`src/rtl/mdu_seq.sv`:
```
// mdu_seq: iterative 32-bit multiply/divide, one bit per clock (shift-add / restoring).
// Define MDU_DIV_EN to build the divide datapath with its V/DZ flags.
module mdu_seq #(
    parameter int WIDTH = 32
) (
    input  logic             clk,
    input  logic             reset,
    input  logic             start,
    input  logic             op,
    input  logic             sign,
    input  logic [WIDTH-1:0] A,
    input  logic [WIDTH-1:0] B,
    output logic             busy,
    output logic             done,
    output logic [WIDTH-1:0] outHigh,
    output logic [WIDTH-1:0] outLow,
    output logic [WIDTH-1:0] quotient,
    output logic [WIDTH-1:0] residue,
    output logic             Z,
    output logic             N,
    output logic             V,
    output logic             DZ
);
    localparam int CW = $clog2(WIDTH);

    typedef enum logic [1:0] {IDLE, RUN, DONE} state_e;

    state_e           state_q, state_d;
    logic [CW-1:0]    cnt_q, cnt_d;
    logic             sign_q, sign_d, xneg_q, xneg_d;
    logic [WIDTH-1:0] hi_q, hi_d, lo_q, lo_d, opd_q, opd_d;
    logic [WIDTH-1:0] ohi_q, ohi_d, olo_q, olo_d;
    logic [WIDTH-1:0] quo_q, quo_d, res_q, res_d;
    logic             z_q, z_d, n_q, n_d, dz_q, dz_d;

    logic               a_neg, b_neg;
    logic [WIDTH-1:0]   a_mag, b_mag;
    logic [WIDTH:0]     msum;
    logic [WIDTH-1:0]   mhi, mlo;
    logic [2*WIDTH-1:0] prod;

    assign a_neg = sign & A[WIDTH-1];
    assign b_neg = sign & B[WIDTH-1];
    assign a_mag = a_neg ? -A : A;
    assign b_mag = b_neg ? -B : B;

    // hi:lo is the product accumulator; lo starts as the multiplier and shifts out
    assign msum = {1'b0, hi_q} + (lo_q[0] ? {1'b0, opd_q} : '0);
    assign mhi  = msum[WIDTH:1];
    assign mlo  = {msum[0], lo_q[WIDTH-1:1]};
    assign prod = xneg_q ? -{mhi, mlo} : {mhi, mlo};

`ifdef MDU_DIV_EN
    logic             op_q, op_d, aneg_q, aneg_d;
    logic             dzp_q, dzp_d, ovp_q, ovp_d, v_q, v_d;
    logic [WIDTH:0]   dsh, ddif;
    logic [WIDTH-1:0] dhi, dlo, qfix, rfix;

    // hi is the partial remainder, lo the dividend shifting into the quotient
    assign dsh  = {hi_q, lo_q[WIDTH-1]};
    assign ddif = dsh - {1'b0, opd_q};
    assign dhi  = ddif[WIDTH] ? dsh[WIDTH-1:0] : ddif[WIDTH-1:0];
    assign dlo  = {lo_q[WIDTH-2:0], ~ddif[WIDTH]};
    assign qfix = dzp_q ? '1 : (xneg_q ? -dlo : dlo);
    assign rfix = aneg_q ? -dhi : dhi;
    assign V    = v_q;
    assign DZ   = dz_q;
`else
    assign V    = 1'b0;
    assign DZ   = dz_q & (state_q == DONE);
`endif

    always_comb begin
        state_d = state_q;
        cnt_d   = cnt_q;
        sign_d  = sign_q;
        xneg_d  = xneg_q;
        hi_d    = hi_q;
        lo_d    = lo_q;
        opd_d   = opd_q;
        ohi_d   = ohi_q;
        olo_d   = olo_q;
        quo_d   = quo_q;
        res_d   = res_q;
        z_d     = z_q;
        n_d     = n_q;
        dz_d    = dz_q;
`ifdef MDU_DIV_EN
        op_d    = op_q;
        aneg_d  = aneg_q;
        dzp_d   = dzp_q;
        ovp_d   = ovp_q;
        v_d     = v_q;
`endif
        unique case (state_q)
            IDLE, DONE: begin
                state_d = IDLE;
                if (start) begin
                    state_d = RUN;
                    cnt_d   = '0;
                    sign_d  = sign;
                    xneg_d  = a_neg ^ b_neg;
                    hi_d    = '0;
                    lo_d    = b_mag;
                    opd_d   = a_mag;
                    dz_d    = 1'b0;
`ifdef MDU_DIV_EN
                    op_d    = op;
                    aneg_d  = a_neg;
                    dzp_d   = (B == '0);
                    ovp_d   = sign && (A == {1'b1, {(WIDTH-1){1'b0}}})
                              && (B == '1);
                    v_d     = 1'b0;
                    if (op) begin
                        lo_d  = a_mag;
                        opd_d = b_mag;
                    end
`else
                    if (op) begin
                        state_d = DONE;
                        quo_d   = '0;
                        res_d   = '0;
                        dz_d    = 1'b1;
                        z_d     = 1'b1;
                        n_d     = 1'b0;
                    end
`endif
                end
            end
            RUN: begin
                cnt_d = cnt_q + CW'(1);
                hi_d  = mhi;
                lo_d  = mlo;
`ifdef MDU_DIV_EN
                if (op_q) begin
                    hi_d = dhi;
                    lo_d = dlo;
                end
`endif
                if (cnt_q == CW'(WIDTH-1)) begin
                    state_d = DONE;
                    ohi_d   = prod[2*WIDTH-1:WIDTH];
                    olo_d   = prod[WIDTH-1:0];
                    z_d     = (prod == '0);
                    n_d     = sign_q & prod[2*WIDTH-1];
`ifdef MDU_DIV_EN
                    if (op_q) begin
                        ohi_d = ohi_q;
                        olo_d = olo_q;
                        quo_d = qfix;
                        res_d = rfix;
                        z_d   = (qfix == '0);
                        n_d   = sign_q & qfix[WIDTH-1];
                        dz_d  = dzp_q;
                        v_d   = ovp_q;
                    end
`endif
                end
            end
            default: state_d = IDLE;
        endcase
    end

    always_ff @(posedge clk) begin
        if (reset) begin
            state_q <= IDLE;
            cnt_q   <= '0;
            sign_q  <= 1'b0;
            xneg_q  <= 1'b0;
            hi_q    <= '0;
            lo_q    <= '0;
            opd_q   <= '0;
            ohi_q   <= '0;
            olo_q   <= '0;
            quo_q   <= '0;
            res_q   <= '0;
            z_q     <= 1'b0;
            n_q     <= 1'b0;
            dz_q    <= 1'b0;
`ifdef MDU_DIV_EN
            op_q    <= 1'b0;
            aneg_q  <= 1'b0;
            dzp_q   <= 1'b0;
            ovp_q   <= 1'b0;
            v_q     <= 1'b0;
`endif
        end else begin
            state_q <= state_d;
            cnt_q   <= cnt_d;
            sign_q  <= sign_d;
            xneg_q  <= xneg_d;
            hi_q    <= hi_d;
            lo_q    <= lo_d;
            opd_q   <= opd_d;
            ohi_q   <= ohi_d;
            olo_q   <= olo_d;
            quo_q   <= quo_d;
            res_q   <= res_d;
            z_q     <= z_d;
            n_q     <= n_d;
            dz_q    <= dz_d;
`ifdef MDU_DIV_EN
            op_q    <= op_d;
            aneg_q  <= aneg_d;
            dzp_q   <= dzp_d;
            ovp_q   <= ovp_d;
            v_q     <= v_d;
`endif
        end
    end

    assign busy     = (state_q == RUN);
    assign done     = (state_q == DONE);
    assign outHigh  = ohi_q;
    assign outLow   = olo_q;
    assign quotient = quo_q;
    assign residue  = res_q;
    assign Z        = z_q;
    assign N        = n_q;
endmodule

```
`config.mk`:
```
export PLATFORM = sky130hd
export DESIGN_NAME = mdu_seq
export DESIGN_NICKNAME = d
export VERILOG_FILES = /design/src/rtl/mdu_seq.sv
export SDC_FILE = /design/constraint.sdc
export NUM_CORES = 1
export LEC_CHECK = 0
export ABC_CLOCK_PERIOD_IN_PS = 5800
export CORE_MARGIN = 10
export CORE_UTILIZATION = 46
export DETAILED_ROUTE_END_ITERATION = 8
export PLACE_DENSITY = 0.76
export SLEW_MARGIN = 40
export SYNTH_ARGS = -nofsm -noshare
export SYNTH_HDL_FRONTEND = slang
export SYNTH_SLANG_ARGS = --single-unit
```
`constraint.sdc`:
```
create_clock -name clk -period 5.8 [get_ports clk]
set_input_delay 0.58 -clock clk [delete_from_list [all_inputs] [get_ports clk]]
set_output_delay 0.58 -clock clk [all_outputs]
set_load 0.01 [all_outputs]
```
==> summary.md, run 1 <==
| Metric | Value |
|---|---|
| Cell Area, Placed | 13200 sq um |
| Wirelength per Cell | 17.8 microns |
| Max_slew headroom | 0.453 |
| CTS tree | built |
| 1st-pass router iterations | 6 |
| Critical path class | reg -> reg |
| Status | complete, no violations |
| Drc violations | 0 |
| RR Startpoint | lo_q[0] |
| Crit path from | lo_q[0] |
| P_leak | 5.13 nW |
| Vias in the first global route | 10500 |
| Number of enable flip-flop cells after synthesis | 0 |
| DIE WIDTH | 182 microns |
| Post-CTS sizing | 0 |
| Post-synth top area share | 0.286 |
| Seq/Total Area, Yosys | 0.286 |
| Syn Area/Cell | 7.71 sq um |
| Critical Path RT | 6180 ps |
| Port Buffers | 137 |
| Post-DRT Antenna Nets | 0 |
| Die Area | 33000 sq um |
| Setup slack, reg-to-reg | 940 ps |
| Worst-margin pin slew | 818 ps |
| CP max FO | 33 |
| Cts bufs inserted | 17 |
| Final Critical Period | 4860 ps |
| CTS Sinks | 172 |
| R2R depth | 15 |
| Fin. max-slew vios | 0 |
| CTS max path bufs | 2 |
| Rows | 59 |
| Synthesized area | 12000 sq um |
| Boundary pin count | 203 |
| Tot Pwr | 3.06 mW |
| Hold_sp | opd_q[24] |
| Maximum vdd drop | 0.184 mV |
| Hold Path Sink | opd_q[24] |
| Post-Syn Instances | 1559 |
| Initial core utilization | 0.464 |
| Synth top area cells | dfxtp_1 29%, xor2_1 6.1%, nor2_1 6.1% |
| Global-route wire length before repair | 55.7 mm |
| Gr ovfl total | 0 |
| Critical path arrival | 5240 ps |
| Fin crit share | 0.838 |
| Worst skew pair latency | 440 ps |
| H-Tree Depth | 4 |
| Power Density | 221 nW/um^2 |
| Die Height | 182 microns |
| Post-CTS Setup Bufs | 0 |
| Final hold violation count | 0 |
| Max Freq | 0.206 GHz |
| Final core utilization | 0.535 |
| Finished Cell Area | 13900 sq um |
| Clk_skew | 14.1 ps |
| Yosys top cell by area | dfxtp_1 |
| CP endpoint kind | flop |
| Hold bufs inserted after CTS | 0 |
| Clock root buffer | clkbuf_16 |
| Synth-to-layout area growth | 15.2% |
| Synth Flop Type | dfxtp_1 |
| Placer congestion estimate | 0.963 |
| Final hold slack | 450 ps |
| Final net count | 1725 |
| Unrepaired setup endpoints after global routing | no |
| Worst Setup Start Kind | flop |
| Clk slew on worst S/H paths | 70 ps |
| Filler cells | 2457 |
| Routed via count | 11300 |
| Core region area | 25900 sq um |
| Initial antenna violation count | 2 |
| Hold Crit Depth | 2 |
| Worst flop-to-flop path endpoint | Z |
| Tot GR Track Use | 0.201 |
| Ys async rst share | 0 |
| Unique masters post-synth | 91 |
| Initial detailed-routing violation count | 1169 |
| Hpwl dp | 27.1 mm |
| Final setup violation count | 0 |
| TNS Setup | 0 ps |
| Largest net degree at the start of global routing | 95 |
| Ratio of cells with drive above 1 in the final layout | 0.0490 |
| Routed WL | 35.0 mm |
| Post-DR vias/cell | 5.73 |
| Max_cap viols | 0 |
| Synth Warn # | 0 |
| #FFs+latches synth | 172 |
| Hold WC Path Type | reg -> reg |
[flip-flops by register name, summed over array words and instances, names as in the netlist]
register  flops
opd_q        32
lo_q         32
sign_q        1
state_q       2
N             1
xneg_q        1
hi_q         32
dz_q          1
cnt_q         5
outHigh      32
outLow       32
Z             1
[cell type report]
cell class	count	area (sq um)	area share
Antenna cell	1	2.50	0.000181
Clock buffer	18	439	0.0317
Clock inverter	14	199	0.0144
Inverter	24	90.1	0.00650
Multi-Input combinational cell	1254	7790	0.563
Sequential cell	172	3450	0.249
Tap cell	335	419	0.0303
Timing Repair Buffer	149	1460	0.106
[cell usage after synthesis (all sizes together), types with 12 or more instances]
cell type and number:
a211oi 80, a21o 13, a21oi 112, a22oi 64, and2 43, and3 12, buf 83, clkbuf 90
dfxtp 172, ha 37, inv 22, nand2 153, nand3 16, nand4 23, nor2 195, nor3 19
nor4 18, o21ai 72, o31ai 23, o41ai 15, or3 15, or4 13, xnor2 55, xor2 84
[kinds of logic after synthesis]
logic type | after synthesis | synth area share
buf+inv | 197 | 0.0882
simple gates | 546 | 0.220
flops | 172 | 0.286
other cells | 1 | 0.000312
xor+xnor | 139 | 0.101
compound gates | 457 | 0.255
fa+ha+maj | 38 | 0.0402
mux | 9 | 0.00781
[critical path: stages (launching register included)]
cell and delay, ps:
dfxtp_2 460, and2_1 210, ha_1 220, fa_1 430
a21o_1 220, and4_1 300, o21ai_1 380, o211ai_1 210
a31oi_1 330, xnor2_1 220, or4_1 590, or3_1 360
o31ai_1 290, xnor2_1 150, nor4bb_1 270, a21o_1 140
[power breakdown]
part	leakage [nW]	internal [mW]	switching (mW)
Clock	0.309	0.675	0.561
Sequential	1.40	1.22	0.0603
Combinational	3.42	0.206	0.334
Total	5.13	2.10	0.955
[layout by cell type (no fill, tap or decap), types with 37 or more instances in the layout]
cell type          n
a211oi_1          80
a21oi_1          112
a22oi_1           64
and2_1            43
clkdlybuf4s50_1  136
conb_1            65
dfxtp_1          170
ha_1              37
nand2_1          153
nor2_1           194
o21ai_0           67
xnor2_1           54
xor2_1            83
[routing by layer]
metal / track usage / part of all wire / vias to the layer above
met3: 0.0380 / 0.064 / 46
met4: 0.0625 / 0.026 / 0
met2: 0.320 / 0.45 / 415
met1: 0.268 / 0.46 / 5184
met5: 0 / 0 / -
li1: - / - / 5620
[worst max-delay path by stage]
| stage | end | slack (ps) | cells after the start |
|---|---|---|---|
| floorplan | Z | 1500 | 18 |
| global placement | Z | 870 | 15 |
| detailed placement | Z | 820 | 15 |
| CTS | Z | 810 | 15 |
| global route | Z | 640 | 14 |
| finish | Z | 940 | 15 |
[through the flow]
stage	cells	setup slack [ps]
floorplan	1623	1500
global placement	1934	874
detailed placement	1934	820
CTS	1966	808
global route	1967	642
finish	1967	942
Note: power is estimated with default switching activity, not from simulation.
==> run 2: changes to the inputs <==
Settings changed: ABC_CLOCK_PERIOD_IN_PS 5800 to 4800.
Clock period 5.8 ns to 4.8 ns, I/O delays scaled along.
==> summary.md, run 2 (synthesized netlist as in run 1, its figures left out) <==
| Metric | Value |
|---|---|
| Hold WC Path Type | reg -> reg (unchanged) |
| CP peak stage delay | 580 ps (was 590 ps) |
| CTS tree | built (unchanged) |
| Worst skew pair latency | 440 ps (about the same) |
| Sequential power share | 0.411 (was 0.419) |
| Routed WL | 35.6 mm (was 35.0 mm) |
| Setup ws final | 300 ps (was 942 ps) |
| Commonest non-fill, non-tap cell in the layout | nor2_1 (unchanged) |
| Clock root buffer | clkbuf_16 (unchanged) |
| Ratio of cells with drive above 1 in the final layout | 0.0774 (was 0.0490) |
| Power share of the clock group | 0.408 (was 0.404) |
| CP endpoint kind | flop (unchanged) |
| Diodes inserted | 0 (was 1) |
| Die Height | 182 microns (unchanged) |
| Vias in the first global route | 11100 (was 10500) |
| Final hold slack | 452 ps (was 450 ps) |
| Wirelength per Cell | 17.7 microns (was 17.8 microns) |
| Most frequent cells in the layout | 194 x nor2_1, 170 x dfxtp_1, 153 x nand2_1, 136 x clkdlybuf4s50_1, 112 x a21oi_1 (unchanged) |
| Filler cells | 2408 (was 2457) |
| Hold bufs inserted after CTS | 0 (unchanged) |
| Maximum vdd drop | 0.231 mV (was 0.184 mV) |
| Critical Path RT | 5180 ps (was 6180 ps) |
| Finished Cell Area | 14200 sq um (was 13900 sq um) |
| Critical path class | reg -> reg (unchanged) |
| Port Buffers | 137 (unchanged) |
| Rows | 59 (unchanged) |
| Core region area | 25900 sq um (unchanged) |
| CP max FO | 13 (was 33) |
| CP Buf/Inv Count | 0 (unchanged) |
| Tot GR Track Use | 0.208 (was 0.201) |
| Max Freq | 0.222 GHz (was 0.206 GHz) |
| Hpwl dp | 27.6 mm (was 27.1 mm) |
| Critical path arrival | 4880 ps (was 5240 ps) |
| Cts bufs inserted | 17 (unchanged) |
| Clk_skew | 14.2 ps (was 14.1 ps) |
| CTS Sinks | 172 (unchanged) |
| Die Area | 33000 sq um (unchanged) |
| Worst-path cell chain | and2_1 -> ha_1 -> fa_1 -> xor2_1 -> nor3_1 -> o211ai_1 -> or4_4 -> or2_4 -> or4b_4 -> o21ai_2 -> xor2_1 -> nand4_1 -> nor4_2 -> and4bb_1 -> a21o_1 (was and2_1 -> ha_1 -> fa_1 -> a21o_1 -> and4_1 -> o21ai_1 -> o211ai_1 -> a31oi_1 -> xnor2_1 -> or4_1 -> or3_1 -> o31ai_1 -> xnor2_1 -> nor4bb_1 -> a21o_1) |
| Post-DR vias/cell | 5.71 (was 5.73) |
| H-Tree Depth | 4 (unchanged) |
| Worst Setup Start Kind | flop (unchanged) |
| Final setup violation count | 0 (unchanged) |
| Power Density | 264 nW/um^2 (was 221 nW/um^2) |
| Pre-CTS setup slack | 192 ps (was 820 ps) |
| Max_slew headroom | 0.382 (was 0.453) |
| Global-route wire length before repair | 57.7 mm (was 55.7 mm) |
| Cell family with most CP delay | simple AND/OR/NAND/NOR gates (unchanged) |
| Post-DRT Antenna Nets | 0 (unchanged) |
| DIE WIDTH | 182 microns (unchanged) |
| Final hold violation count | 0 (unchanged) |
| Initial antenna violation count | 0 (was 2) |
| Fin crit share | 0.937 (was 0.838) |
| Status | complete, no violations (unchanged) |
| Routed via count | 11500 (was 11300) |
| Sw Pwr | 1.14 mW (was 0.955 mW) |
| Clk slew on worst S/H paths | 80 ps (was 70 ps) |
| P_leak | 5.37 nW (was 5.13 nW) |
| TNS Setup | 0 ps (unchanged) |
| Final Critical Period | 4500 ps (was 4860 ps) |
| Gr ovfl total | 0 (unchanged) |
| Cell Area, Placed | 13600 sq um (was 13200 sq um) |
| Largest net degree at the start of global routing | 117 (was 95) |
| Synth-to-layout area growth | 18.4% (was 15.2%) |
| Initial detailed-routing violation count | 1104 (was 1169) |
| Comb pwr share | 0.181 (was 0.176) |
| Most frequent cell on the critical path | xor2_1 |
| Unrepaired setup endpoints after global routing | no (unchanged) |
| Boundary pin count | 203 (unchanged) |
| Fin. max-slew vios | 0 (unchanged) |
| Placer congestion estimate | 0.962 (was 0.963) |
| Worst-margin pin slew | 924 ps (was 818 ps) |
| Switching share of power | 0.304 (was 0.312) |
| CP max stage cell | or4_4 (was or4_1) |
| Int Power | 2.61 mW (was 2.10 mW) |
| Max_cap viols | 0 (unchanged) |
| Drc violations | 0 (unchanged) |
| 1st-pass router iterations | 5 (was 6) |
| Final net count | 1773 (was 1725) |
| CTS max path bufs | 2 (unchanged) |
| Initial core utilization | 0.464 (unchanged) |
-- run 2: changes by cell type in the layout (fill, tap and decap cells not counted), moves of 2 or more --
cell | previous run | this run
nor4_2 | 2 | 4
clkinv_8 | 3 | 1
buf_6 | 1 | 4
inv_6 | 1 | 4
buf_4 | 12 | 57
inv_8 | 5 | 3
nor4_1 | 15 | 13
-- run 2: layer usage --
metal | routed length (microns) | vias up | share of wire | GRT usage
met2 | 15800 | 415 | 0.44 | 0.326
met4 | 1150 | 0 | 0.032 | 0.0801
met1 | 16000 | 5293 | 0.45 | 0.276
li1 | - | 5725 | - | -
met5 | 0 | - | 0 | 0
met3 | 2590 | 61 | 0.073 | 0.0396
-- run 2: power groups by stage --
stage / Clock, mW / Sequential, mW / Combinational, mW
after CTS: 1.55 / 1.54 / 0.670
after floorplan: 0 / 1.54 / 0.524
after global placement: 0 / 1.57 / 0.659
final: 1.53 / 1.54 / 0.681
after detailed placement: 0 / 1.58 / 0.669
after global routing: 1.61 / 1.55 / 0.751
-- run 2: final timing paths --
path                                  end  startpoint  slack [ps]  cells after the start
worst max-delay path                    Z     lo_q[0]         300                     15
worst min-delay path            opd_q[24]   opd_q[24]         450                      2
worst max register to register          Z     lo_q[0]         300                     15
worst min register to register  opd_q[24]   opd_q[24]         450                      2
-- run 2: worst reg2reg max path, stage by stage (launching register included) --
cell and delay [ps]:
dfxtp_2 400, and2_1 170, ha_1 210, fa_1 430, xor2_1 190, nor3_1 200
o211ai_1 190, or4_4 580, or2_4 270, or4b_4 560, o21ai_2 140, xor2_1 200
nand4_1 160, nor4_2 380, and4bb_1 250, a21o_1 110
-- run 2: timing repair --
| action | in CTS | in global routing |
|---|---|---|
| setup buffers | 0 | 0 |
| endpoints found under the setup margin | 0 | 8 |
| resized for setup | 0 | 6 |
-- run 2: layout make-up --
class                           instances  area, sq um  area share
Inverter                               24         90.1     0.00633
Sequential cell                       172         3450       0.242
Timing Repair Buffer                  197         1830       0.129
Tap cell                              335          419      0.0294
Clock buffer                           19          453      0.0318
Multi-Input combinational cell       1254         7800       0.548
Clock inverter                         13          193      0.0135
-- run 2: metrics by stage --
stage | total power, mW | util | std cells
3_5_place_dp | 2.24 | 0.523 | 1982
2_1_floorplan | 2.06 | - | 1623
5_1_grt | 3.91 | 0.550 | 2014
6_report | 3.76 | 0.550 | 2014
3_3_place_gp | 2.23 | 0.523 | 1982
4_1_cts | 3.76 | 0.548 | 2014
==> run 3: changes to the inputs <==
Settings changed: CORE_UTILIZATION 46 to 55, PLACE_DENSITY 0.76 to 0.87.
==> summary.md, run 3 (synthesized netlist as in run 1, its figures left out) <==
| Metric | Value |
|---|---|
| Status | complete, no violations (unchanged) |
| Highest metal used | met4 (unchanged) |
| Power share of the clock group | 0.384 (was 0.408) |
| Ratio of cells with drive above 1 in the final layout | 0.0623 (was 0.0774) |
| Final hold violation count | 0 (unchanged) |
| Worst-margin pin slew | 809 ps (was 924 ps) |
| 1st-pass router iterations | 6 (was 5) |
| Initial antenna violation count | 1 (was 0) |
| Fin crit share | 0.949 (was 0.937) |
| CP max FO | 14 (was 13) |
| Max_slew headroom | 0.459 (was 0.382) |
| Routed via count | 11700 (was 11500) |
| P_leak | 5.23 nW (was 5.37 nW) |
| Rows | 54 (was 59) |
| Hold WC Path Type | reg -> reg (unchanged) |
| Core region area | 21700 sq um (was 25900 sq um) |
| Seq. cell area | 3450 sq um (unchanged) |
| Final Critical Period | 4550 ps (was 4500 ps) |
| Worst skew pair latency | 450 ps (was 440 ps) |
| Post-DRT Antenna Nets | 0 (unchanged) |
| Critical path arrival | 4940 ps (was 4880 ps) |
| CTS max path bufs | 2 (unchanged) |
| Wirelength per Cell | 18.1 microns (was 17.7 microns) |
| Clk_skew | 14.3 ps (was 14.2 ps) |
| Int Power | 2.47 mW (was 2.61 mW) |
| Switching share of power | 0.314 (was 0.304) |
| Hold_sp | opd_q[30] (was opd_q[24]) |
| Hold bufs inserted after CTS | 0 (unchanged) |
| Synth-to-layout area growth | 15.8% (was 18.4%) |
| Commonest non-fill, non-tap cell in the layout | nor2_1 (unchanged) |
| Cts bufs inserted | 17 (unchanged) |
| Routed WL | 35.0 mm (was 35.6 mm) |
| Clock root buffer | clkbuf_16 (unchanged) |
| Max_cap viols | 0 (unchanged) |
| Critical Path RT | 5190 ps (was 5180 ps) |
| Comb pwr share | 0.188 (was 0.181) |
| Final net count | 1747 (was 1773) |
| Initial detailed-routing violation count | 1300 (was 1104) |
| Post-DR vias/cell | 6.04 (was 5.71) |
| Clk slew on worst S/H paths | 70 ps (was 80 ps) |
| Die Area | 28200 sq um (was 33000 sq um) |
| Critical path class | reg -> reg (unchanged) |
| Placer congestion estimate | 0.989 (was 0.962) |
| Crit path from | lo_q[0] (unchanged) |
| Hpwl dp | 26.7 mm (was 27.6 mm) |
| Multi-input combinational cell area | 7790 sq um (was 7800 sq um) |
| Tot GR Track Use | 0.235 (was 0.208) |
| Drc violations | 0 (unchanged) |
| Post-CTS sizing | 0 (unchanged) |
| Final core utilization | 0.642 (was 0.550) |
| H-Tree Depth | 4 (unchanged) |
| Post-CTS Setup Bufs | 0 (unchanged) |
| CTS Sinks | 172 (unchanged) |
| Met1 WL | 15.1 mm (was 16.0 mm) |
| Most frequent cells in the layout | 194 x nor2_1, 170 x dfxtp_1, 153 x nand2_1, 136 x clkdlybuf4s50_1, 112 x a21oi_1 (unchanged) |
| RR Startpoint | lo_q[0] (unchanged) |
| Global-route wire length before repair | 56.2 mm (was 57.7 mm) |
| Maximum vdd drop | 0.216 mV (was 0.231 mV) |
| Gr ovfl total | 0 (unchanged) |
| Initial core utilization | 0.554 (was 0.464) |
| Power Density | 259 nW/um^2 (was 264 nW/um^2) |
| Sw Pwr | 1.13 mW (was 1.14 mW) |
| Unrepaired setup endpoints after global routing | no (unchanged) |
| Met2 WL | 16.0 mm (was 15.8 mm) |
| Metal3 WL | 2.73 mm (was 2.59 mm) |
| Fin. max-slew vios | 0 (unchanged) |
| Filler cells | 1824 (was 2408) |
| Largest net degree at the start of global routing | 95 (was 117) |
| Max Freq | 0.220 GHz (was 0.222 GHz) |
| TNS Setup | 0 ps (unchanged) |
| Worst Setup Start Kind | flop (unchanged) |
| Vias in the first global route | 10900 (was 11100) |
| Die Height | 168 microns (was 182 microns) |
| CP endpoint kind | flop (unchanged) |
| Sequential power share | 0.428 (was 0.411) |
| Diodes inserted | 0 (unchanged) |
| CTS tree | built (unchanged) |
| DIE WIDTH | 168 microns (was 182 microns) |
| Boundary pin count | 203 (unchanged) |
| Final setup violation count | 0 (unchanged) |
| Port Buffers | 137 (unchanged) |
==> run 3: cell types whose count changed in the layout (fill, tap and decap cells not counted), moves of 2 or more <==
cell | before | now
buf_4 | 57 | 31
clkinv_2 | 0 | 3
bufinv_16 | 3 | 1
clkbuf_8 | 2 | 0
clkinvlp_4 | 0 | 2
o21ai_0 | 67 | 65
o21ai_1 | 3 | 5
==> run 3: power groups by stage <==
| stage | registers [mW] | logic [mW] | clock network (mW) |
|---|---|---|---|
| after floorplan | 1.54 | 0.524 | 0 |
| after global placement | 1.57 | 0.643 | 0 |
| after detailed placement | 1.57 | 0.658 | 0 |
| after CTS | 1.54 | 0.661 | 1.40 |
| after global routing | 1.55 | 0.743 | 1.46 |
| final | 1.54 | 0.679 | 1.39 |
==> run 3: path summary, 6_finish.rpt <==
check	depth (start not counted)	slack (ps)	end
worst max-delay path	14	250	Z
worst min register to register	2	450	opd_q[30]
worst max register to register	14	250	Z
worst min-delay path	2	450	opd_q[30]
==> run 3: worst max-delay path, cell delays in order (launching register included) <==
cell and delay, ps:
dfxtp_2 380, and2_1 150, ha_1 440, and3_1 270, a211o_1 370, xor2_1 200, or4_4 580, or2_4 270
or4b_4 550, o21ai_2 140, xor2_1 220, nand4_1 110, nor4_1 440, and4bb_1 270, a21o_1 110
==> run 3: final cells by class <==
cell class                 count  area share
inverter                      24     0.00647
multi-input combinational   1254       0.560
clock inverter                15      0.0112
sequential                   172       0.248
clock buffer                  17      0.0306
tap                          280      0.0252
timing repair buffer         171       0.119
==> run 3: metal layers <==
metal / global-route usage / up-vias
met5: 0 / -
met4: 0.0935 / 0
met3: 0.0407 / 82
met2: 0.376 / 537
met1: 0.309 / 5395
li1: - / 5663
==> run 3: per-stage QoR <==
stage	setup slack [ps]	power (mW)	cell area, sq um	cells	hold WS, ps
floorplan	498	2.06	12300	1623	427
global placement	305	2.21	13300	1900	439
detailed placement	236	2.23	13300	1900	442
CTS	186	3.60	13900	1932	453
global route	4.60	3.76	13900	1933	477
finish	247	3.61	13900	1933	450
